==> src/rtl/dmem_arb_pkg.sv <==
// Shared types and defaults for the data-memory port arbiter.
package dmem_arb_pkg;

    localparam int DEF_ADDR_W = 32;
    localparam int DEF_DATA_W = 32;
    localparam int CNT_W      = 4;

    typedef enum logic {
        ARB  = 1'b0,
        LOCK = 1'b1
    } arb_state_e;

    typedef enum logic [1:0] {
        NONE = 2'd0,
        CORE = 2'd1,
        DBG  = 2'd2
    } owner_e;

    // Owner of the read launched this cycle; writes and idle cycles return nothing.
    function automatic owner_e read_owner(input logic c_gnt, input logic c_we,
                                          input logic d_gnt, input logic d_we);
        owner_e own;
        if (c_gnt && !c_we) begin
            own = CORE;
        end else if (d_gnt && !d_we) begin
            own = DBG;
        end else begin
            own = NONE;
        end
        return own;
    endfunction

endpackage

==> src/rtl/dmem_port_arbiter_wait_counter.sv <==
// Saturating count of consecutive cycles the debug requester was denied.
module arb_wait_counter
    import dmem_arb_pkg::*;
#(
    parameter int W = CNT_W
) (
    input  logic         clk,
    input  logic         rst,
    input  logic         inc,
    input  logic         clr,
    input  logic [W-1:0] limit,
    output logic [W-1:0] count,
    output logic         at_limit
);

    logic [W-1:0] count_r;

    // Clear has priority over increment; the count never passes the limit.
    always_ff @(posedge clk) begin
        if (!rst) begin
            count_r <= {W{1'b0}};
        end else if (clr) begin
            count_r <= {W{1'b0}};
        end else if (inc && (count_r < limit)) begin
            count_r <= count_r + {{(W-1){1'b0}}, 1'b1};
        end else begin
            count_r <= count_r;
        end
    end

    assign count    = count_r;
    assign at_limit = (count_r == limit);

endmodule

==> src/rtl/dmem_port_arbiter.sv <==
// Core/debug arbiter for the single-port data memory: zero-latency grant,
// command mux, one-cycle read return routing and bounded debug starvation.
module dmem_port_arbiter
    import dmem_arb_pkg::*;
#(
    parameter int ADDR_W   = DEF_ADDR_W,
    parameter int DATA_W   = DEF_DATA_W,
    parameter int MAX_WAIT = 4
) (
    input  logic              clk,
    input  logic              rst,
    input  logic              c_req,
    input  logic              c_we,
    input  logic [ADDR_W-1:0] c_addr,
    input  logic [DATA_W-1:0] c_wdata,
    output logic              c_gnt,
    output logic              c_rvalid,
    output logic [DATA_W-1:0] c_rdata,
    input  logic              d_req,
    input  logic              d_we,
    input  logic [ADDR_W-1:0] d_addr,
    input  logic [DATA_W-1:0] d_wdata,
    input  logic              d_lock,
    output logic              d_gnt,
    output logic              d_rvalid,
    output logic [DATA_W-1:0] d_rdata,
    output logic              m_en,
    output logic              m_we,
    output logic [ADDR_W-1:0] m_addr,
    output logic [DATA_W-1:0] m_din,
    input  logic [DATA_W-1:0] m_dout,
    output logic              core_stall
);

    localparam logic [CNT_W-1:0] WAIT_LIMIT = CNT_W'(MAX_WAIT);

    arb_state_e        state_r;
    arb_state_e        state_nxt_s;
    owner_e            owner_r;
    logic              c_gnt_s;
    logic              d_gnt_s;
    logic              wait_inc_s;
    logic              wait_clr_s;
    logic              wait_at_limit_s;
    logic [CNT_W-1:0]  wait_cnt_s;
    logic              m_we_s;
    logic [ADDR_W-1:0] m_addr_s;
    logic [DATA_W-1:0] m_din_s;

    // Counting only happens while arbitrating; lock ownership keeps it at zero.
    assign wait_inc_s = d_req & ~d_gnt_s & (state_r == ARB);
    assign wait_clr_s = d_gnt_s | ~d_req | (state_r == LOCK);

    arb_wait_counter #(
        .W (CNT_W)
    ) u_wait_counter (
        .clk      (clk),
        .rst      (rst),
        .inc      (wait_inc_s),
        .clr      (wait_clr_s),
        .limit    (WAIT_LIMIT),
        .count    (wait_cnt_s),
        .at_limit (wait_at_limit_s)
    );

    // Grant selection: starved debug first, then core, then debug; lock is debug-only.
    always_comb begin
        c_gnt_s = 1'b0;
        d_gnt_s = 1'b0;
        if (!rst) begin
            c_gnt_s = 1'b0;
            d_gnt_s = 1'b0;
        end else if (state_r == LOCK) begin
            d_gnt_s = d_req;
        end else if (d_req && wait_at_limit_s) begin
            d_gnt_s = 1'b1;
        end else if (c_req) begin
            c_gnt_s = 1'b1;
        end else if (d_req) begin
            d_gnt_s = 1'b1;
        end else begin
            c_gnt_s = 1'b0;
            d_gnt_s = 1'b0;
        end
    end

    // Lock is entered by a debug grant with d_lock and left as soon as d_lock drops.
    always_comb begin
        state_nxt_s = state_r;
        case (state_r)
            ARB: begin
                if (d_gnt_s && d_lock) begin
                    state_nxt_s = LOCK;
                end else begin
                    state_nxt_s = ARB;
                end
            end
            LOCK: begin
                if (!d_lock) begin
                    state_nxt_s = ARB;
                end else begin
                    state_nxt_s = LOCK;
                end
            end
            default: state_nxt_s = ARB;
        endcase
    end

    // Arbitration state register.
    always_ff @(posedge clk) begin
        if (!rst) begin
            state_r <= ARB;
        end else begin
            state_r <= state_nxt_s;
        end
    end

    // Memory command taken from whichever requester holds the grant; idle bus is all zero.
    always_comb begin
        m_we_s   = 1'b0;
        m_addr_s = {ADDR_W{1'b0}};
        m_din_s  = {DATA_W{1'b0}};
        if (c_gnt_s) begin
            m_we_s   = c_we;
            m_addr_s = c_addr;
            m_din_s  = c_wdata;
        end else if (d_gnt_s) begin
            m_we_s   = d_we;
            m_addr_s = d_addr;
            m_din_s  = d_wdata;
        end else begin
            m_we_s   = 1'b0;
            m_addr_s = {ADDR_W{1'b0}};
            m_din_s  = {DATA_W{1'b0}};
        end
    end

    // Remember who launched a read so next cycle's m_dout goes to the right place.
    always_ff @(posedge clk) begin
        if (!rst) begin
            owner_r <= NONE;
        end else begin
            owner_r <= read_owner(c_gnt_s, c_we, d_gnt_s, d_we);
        end
    end

    assign c_gnt      = c_gnt_s;
    assign d_gnt      = d_gnt_s;
    assign m_en       = c_gnt_s | d_gnt_s;
    assign m_we       = m_we_s;
    assign m_addr     = m_addr_s;
    assign m_din      = m_din_s;
    assign core_stall = rst & c_req & ~c_gnt_s;
    assign c_rvalid   = rst & (owner_r == CORE);
    assign d_rvalid   = rst & (owner_r == DBG);
    assign c_rdata    = m_dout;
    assign d_rdata    = m_dout;

endmodule

==> config.mk <==
export PLATFORM = sky130hd
export DESIGN_NAME = dmem_port_arbiter
export DESIGN_NICKNAME = d
export VERILOG_FILES = /design/src/rtl/dmem_arb_pkg.sv /design/src/rtl/dmem_port_arbiter_wait_counter.sv /design/src/rtl/dmem_port_arbiter.sv
export SDC_FILE = /design/constraint.sdc
export NUM_CORES = 1
export LEC_CHECK = 0
export CORE_AREA = 2 2 117 119
export DETAILED_ROUTE_END_ITERATION = 16
export DIE_AREA = 0 0 119 121
export GPL_TIMING_DRIVEN = 1
export SLEW_MARGIN = 20
export SYNTH_ARGS = -nofsm -noshare
export SYNTH_HDL_FRONTEND = slang
export SYNTH_SLANG_ARGS = --single-unit
==> constraint.sdc <==
create_clock -name clk -period 1.8 [get_ports clk]
set_clock_uncertainty 0.05 [all_clocks]
set_input_delay 0.45 -clock clk [delete_from_list [all_inputs] [get_ports clk]]
set_output_delay 0.45 -clock clk [all_outputs]
set_load 0.05 [all_outputs]
* After elaboration in Yosys (flattened, before gate mapping)
Cells that the tools add are included.
Word-level totals: input bits 167, output and inout bits 135, register bits 7
Operators by class: reductions and logical operators 9, muxes and demuxes 20, bitwise logic cells 14, equal/unequal tests 3, $add $sub $neg 1, magnitude comparators 1
Operator list (count):
- $mux 32 | 4
- $mux 1 | 14
- $and 1x1->1 | 6
- $logic_and 1x1->1 | 5
- $not 1->1 | 5
- $add 4x1->4 const B | 1
- $eq 4x3->1 const B | 1
- $lt 4x3->1 const B | 1
- $reduce_or 2->1 | 2
- $or 1x1->1 | 3
- $eq 2x1->1 const B | 1
- $eq 2x2->1 const B | 1
- $logic_not 1->1 | 2
- $mux 2 | 1
- $pmux 1 s2 | 1

* Depth between registers and ports, before layout
word-level depth 9, mapped depth 7

* Cells and area by module
Synthesis repeated with hierarchy kept, for this count alone.
Unflattened totals: cell total of the unflattened synthesis 203, area, all modules 1624.1 um^2
By module, submodules not included:
- dmem_port_arbiter | area each 1317.5 um^2, sequential area each 60.1 um^2, cells each 167, times used 1
- arb_wait_counter | area each 306.5 um^2, sequential area each 80.1 um^2, cells each 36, times used 1

* Worst setup path after synthesis
OpenSTA, ideal clock, no wires.
kind in2out, start in rst, end out c_rvalid, stages 4, data required time 1.300 ns, slack -0.765 ns, data arrival time 2.065 ns, cells stage by stage buf_2 -> buf_2 -> inv_1 -> nor3b_1
On the way: word-level cells in the longest chain between the ends 1
Ends and longest elaborated chain:
- start, declared | RTL line dmem_port_arbiter.sv:11 | input logic rst,
- $and 1x1->1 | RTL line dmem_port_arbiter.sv:154 | assign c_rvalid = rst & (owner_r == CORE);
- end, declared | RTL line dmem_port_arbiter.sv:17 | output logic c_rvalid,
Every way passes these cells.

* Worst setup path after layout
start reg u_wait_counter.count_r[1] (netlist: u_wait_counter.count[1]), end out m_din[19]
On the way: word-level cells in the longest chain between the ends 7, elaborated cells between the ends (all ways) 10, classes of those cells eq/ne (1); mux (8); reduce/logical (1)
Ends and longest elaborated chain:
- start, declared | RTL line dmem_port_arbiter_wait_counter.sv:16 | logic [W-1:0] count_r;
- start signal, assigned | RTL line dmem_port_arbiter_wait_counter.sv:21 | count_r <= {W{1'b0}};
- start signal, assigned | RTL line dmem_port_arbiter_wait_counter.sv:23 | count_r <= {W{1'b0}};
- start signal, assigned | RTL line dmem_port_arbiter_wait_counter.sv:25 | count_r <= count_r + {{(W-1){1'b0}}, 1'b1};
- $eq 4x3->1 * | RTL line dmem_port_arbiter_wait_counter.sv:32 | assign at_limit = (count_r == limit);
- $logic_and 1x1->1 * | RTL line dmem_port_arbiter.sv:75 | end else if (d_req && wait_at_limit_s) begin
- $mux 1 | RTL line dmem_port_arbiter.sv:75
- $mux 1 | RTL line dmem_port_arbiter.sv:73 | end else if (state_r == LOCK) begin
- $mux 1 | RTL line dmem_port_arbiter.sv:70 | if (!rst) begin
- $mux 32 | RTL line dmem_port_arbiter.sv:127 | end else if (d_gnt_s) begin
- $mux 32 * | RTL line dmem_port_arbiter.sv:123 | if (c_gnt_s) begin
- end, declared | RTL line dmem_port_arbiter.sv:30 | output logic [DATA_W-1:0] m_din,
Every way passes the cells marked *; elsewhere a longest branch is shown, timed or not.

==> report_table.html <==
<table>
<tr><th>Metric</th><th>Value</th></tr>
<tr><th colspan="2">Route</th></tr>
<tr><td>Wire per inst</td><td>around 15 um</td></tr>
<tr><td>Router iterations before antenna repair</td><td>4</td></tr>
<tr><td>DRC violation count after routing</td><td>0</td></tr>
<tr><td>DR vias</td><td>2,856</td></tr>
<tr><td>Residual antenna-violating net count after detailed routing</td><td>0</td></tr>
<tr><td>Number of DRC markers after the initial detailed-route iteration</td><td>51</td></tr>
<tr><td>Overall routed net length</td><td>between 9000 and 10,000 um</td></tr>
<tr><td>DR vias/cell</td><td>4.20</td></tr>
<tr><th colspan="2">GRT</th></tr>
<tr><td>Via count of the first global-routing pass</td><td>~3,000</td></tr>
<tr><td>First-pass GRT wire length</td><td>15,300 um</td></tr>
<tr><td>Total GRT Usage</td><td>13.1%</td></tr>
<tr><td>Initial antenna violation count</td><td>0</td></tr>
<tr><td>Total global routing overflow</td><td>0</td></tr>
<tr><td>Maximum number of pins on one net before global-route repair</td><td>51</td></tr>
<tr><th colspan="2">Synth</th></tr>
<tr><td>Total nets after synthesis</td><td>496</td></tr>
<tr><td>Post-Syn Area</td><td>between 1500 and 2000 um^2</td></tr>
<tr><td>Synth unique cells</td><td>27</td></tr>
<tr><td>Cell type with the largest total area after synthesis</td><td>buf_4</td></tr>
<tr><td>Mapped Avg Cell Area</td><td>5.78 um^2</td></tr>
<tr><td>Syn. warnings</td><td>0</td></tr>
<tr><td>Top flip-flop cell by instance count after synthesis</td><td>dfxtp_1</td></tr>
<tr><td>Count of flip-flops with a built-in enable after synthesis</td><td>0</td></tr>
<tr><td>Proportion of netlist area held by the largest area contributor</td><td>a little over a quarter</td></tr>
<tr><td>Sequential-to-total area share from yosys stat</td><td>7.41%</td></tr>
<tr><td>Top cells by instance count after synthesis</td><td>132 x nand2_1, 68 x buf_4, 65 x o22ai_1</td></tr>
<tr><td>Synthesized instance count</td><td>roughly 330</td></tr>
<tr><td>Leading cell type by number of instances after synthesis</td><td>nand2_1</td></tr>
<tr><td>Share of synthesized flip-flops with an asynchronous set or reset</td><td>0%</td></tr>
<tr><td>Cell types occupying the most area after synthesis</td><td>buf_4 27%, nand2_1 26%, o22ai_1 22%</td></tr>
<tr><td>Register bit count reported by yosys</td><td>7</td></tr>
<tr><th colspan="2">STA</th></tr>
<tr><td>Tcrit/Tclk final</td><td>131%</td></tr>
<tr><td>Fmax achieved</td><td>423 MHz</td></tr>
<tr><td>Final Worst Setup Slack</td><td>-0.561 ns</td></tr>
<tr><td>Unrepaired setup endpoints after global routing</td><td>yes</td></tr>
<tr><td>Max-slew violation count</td><td>0</td></tr>
<tr><td>Min cycle time layout</td><td>2.36 ns</td></tr>
<tr><td>Slew HR</td><td>79.0%</td></tr>
<tr><td>Total Negative Setup Slacks</td><td>-34.81 ns</td></tr>
<tr><td>Endpoints failing setup</td><td>68</td></tr>
<tr><td>Final-report hold violation count</td><td>0</td></tr>
<tr><td>Pin slew with the least headroom to its limit</td><td>0.314 ns</td></tr>
<tr><th colspan="2">Worst setup path</th></tr>
<tr><td>FF-to-FF End</td><td>owner_r[1]$_SDFF_PP0_</td></tr>
<tr><td>Sort of element at the start of the critical path</td><td>register</td></tr>
<tr><td>Worst Path Arrival</td><td>between 1.5 and 2 ns</td></tr>
<tr><td>Highest net fanout along the worst path</td><td>8</td></tr>
<tr><td>R2R Path Start</td><td>u_wait_counter.count[0]$_SDFFE_PP0P_</td></tr>
<tr><td>CP required</td><td>1.30 ns</td></tr>
<tr><td>Type of destination of the critical path</td><td>output pin</td></tr>
<tr><td>Critical path start-end classification</td><td>register to output pin</td></tr>
<tr><td>Number of cells on the worst reg-to-reg path</td><td>8</td></tr>
<tr><td>Internal reg-to-reg setup slack</td><td>0.24 ns</td></tr>
<tr><th colspan="2">Layout</th></tr>
<tr><td>Area growth, synth to finish</td><td>193%</td></tr>
<tr><td>Share of post-route cells with drive strength above 1</td><td>43.7%</td></tr>
<tr><td>NumNets Final</td><td>674</td></tr>
<tr><td>Antenna Cells</td><td>0</td></tr>
<tr><th colspan="2">Power</th></tr>
<tr><td>Part of the total power dissipated in combinational logic</td><td>76.0%</td></tr>
<tr><td>Total Power</td><td>2250 uW</td></tr>
<tr><td>Pwr Density</td><td>406 nW/um^2</td></tr>
<tr><td>Clock Power Share</td><td>16.8%</td></tr>
<tr><td>Sw Ratio</td><td>42.6%</td></tr>
<tr><td>Net switching power</td><td>958 uW</td></tr>
<tr><td>Worst ir drop on vdd</td><td>0.000453 V</td></tr>
<tr><td>Part of the total power dissipated in sequential elements</td><td>7.2%</td></tr>
<tr><td>Standby leakage power</td><td>0.00206 uW</td></tr>
<tr><td>Internal Pwr Total</td><td>1290 uW</td></tr>
<tr><th colspan="2">Clocking</th></tr>
<tr><td>Clock tree from TritonCTS</td><td>done</td></tr>
<tr><td>H-tree levels</td><td>1</td></tr>
<tr><td>Clock Path Buffers</td><td>2</td></tr>
<tr><td>Clock Sinks</td><td>7</td></tr>
<tr><td>Worst-Skew Late Latency</td><td>0.23 ns</td></tr>
<tr><td>Buffer cell driving the clock tree root</td><td>clkbuf_16</td></tr>
<tr><td>Number of buffers inserted during clock tree synthesis</td><td>3</td></tr>
<tr><td>Quantity of hold-fixing buffers added after cts</td><td>0</td></tr>
<tr><td>Clock slew at the register clock pins of the worst setup and hold paths</td><td>0.03 ns</td></tr>
<tr><th colspan="2">Worst hold path</th></tr>
<tr><td>Worst Hold Launch</td><td>u_wait_counter.count[1]$_SDFFE_PP0P_</td></tr>
<tr><td>Hold-critical path depth</td><td>3</td></tr>
<tr><td>Sink of the worst hold path</td><td>u_wait_counter.count[1]$_SDFFE_PP0P_</td></tr>
<tr><td>Path category of the worst min-delay check</td><td>register to register</td></tr>
<tr><th colspan="2">Die</th></tr>
<tr><td>Starting density of the core</td><td>14.4%</td></tr>
<tr><td>Die Width</td><td>119 um</td></tr>
<tr><td>Rows</td><td>between 40 and 50</td></tr>
<tr><td>DIE AREA</td><td>between 10,000 and 15,000 um^2</td></tr>
<tr><td>Die H</td><td>121 um</td></tr>
<tr><td>Number of ports placed on the die boundary</td><td>302</td></tr>
<tr><td>Std-Cell Core Area</td><td>13,100 um^2</td></tr>
<tr><th colspan="2">Placement</th></tr>
<tr><td>Port Buffer Count</td><td>205</td></tr>
<tr><td>Post-DP HPWL</td><td>approximately 7700 um</td></tr>
<tr><td>Global placer's final weighted congestion</td><td>approximately 0.79</td></tr>
<tr><th colspan="2">Run status</th></tr>
<tr><td>Run status</td><td>finished, violations left</td></tr>
<tr><td>Violated checks</td><td>negative setup slack</td></tr>
<tr><th colspan="2">Job</th></tr>
<tr><td>Number of maximum-capacitance violations</td><td>0</td></tr>
</table>
flip-flops by register name, indices dropped and copies added, names as in the netlist:
signal	count
u_wait_counter.count	4
owner_r	2
state_r	1
layout make-up:
cell class                      count  area [um^2]
Clock buffer                        4         78.8
Fill cell                        1254         7540
Inverter                            3         11.3
Multi-Input combinational cell    225         2100
Sequential cell                     7          146
Tap cell                          176          220
Timing Repair Buffer              265         2990
power groups by stage:
| stage | clock [uW] | combinational [uW] | sequential, uW |
|---|---|---|---|
| 2_1_floorplan | 0 | 1300 | 165 |
| 3_3_place_gp | 0 | 1490 | 164 |
| 3_5_place_dp | 0 | 1500 | 164 |
| 4_1_cts | 386 | 1720 | 162 |
| 5_1_grt | 396 | 1790 | 162 |
| 6_report | 378 | 1710 | 161 |
metal layers:
| layer | up-vias | global-route usage [%] | share of wire (%) |
|---|---|---|---|
| met5 | - | 0 | 0 |
| met4 | 0 | 2.23 | 1.1 |
| met3 | 18 | 3.48 | 8.0 |
| met2 | 136 | 26.8 | 57 |
| met1 | 1297 | 13.2 | 34 |
| li1 | 1405 | - | - |
worst max path at each step:
stage | start | end
after detailed placement | d_req | m_din[14]
after global routing | u_wait_counter.count[0]$_SDFFE_PP0P_ | m_addr[0]
after floorplan | u_wait_counter.count[0]$_SDFFE_PP0P_ | m_addr[10]
final | u_wait_counter.count[1]$_SDFFE_PP0P_ | m_din[19]
after global placement | d_req | m_din[15]
after CTS | u_wait_counter.count[1]$_SDFFE_PP0P_ | m_din[0]
cell families after synthesis:
family / synth area share, %
and+or+nand+nor: 31.9
DFF: 7.41
AOI/OAI and AO/OA: 24.1
muxes: 0.529
xor gates and xnor gates: 0.463
adders and majority gates: 1.32
buffers and inverters: 34.3
worst max-delay path, stage by stage, from the launching register on:
cell	delay [ns]
dfxtp_2	0.31
inv_2	0.06
ha_4	0.13
and4b_2	0.28
a21oi_4	0.06
buf_12	0.13
buf_12	0.14
buf_12	0.15
o22ai_4	0.17
buf_6	0.19
stage by stage:
step	std cells	setup WS, ns	cell area [um^2]	util (%)	hold WS (ns)
floorplan	327	-0.210	2890	-	0.430
CTS	679	-0.556	5530	42.2	0.551
global route	680	-0.608	5540	42.4	0.580
finish	680	-0.561	5540	42.4	0.541
global placement	656	-0.729	4770	36.4	0.527
detailed placement	656	-0.764	4770	36.4	0.537
cells in the final DEF (no fill, tap or decap), types with 2 or more instances in the layout:
master             n
buf_12            19
buf_16             4
buf_4             25
buf_6             76
buf_8              9
clkbuf_16          3
clkdlybuf4s50_1  131
dfxtp_1            4
dfxtp_2            2
inv_2              2
nand2_1          132
nand2b_4           2
nor2_1             3
nor2_4             5
nor3_1             2
o22ai_4           65
timing repair:
item	4_1_cts	5_1_grt
resized for setup	115	9
buffers inserted	14	4
pin swaps	51	19
setup endpoints to repair	69	69
cloned	5	0
Power figures use the tool's default switching activity.
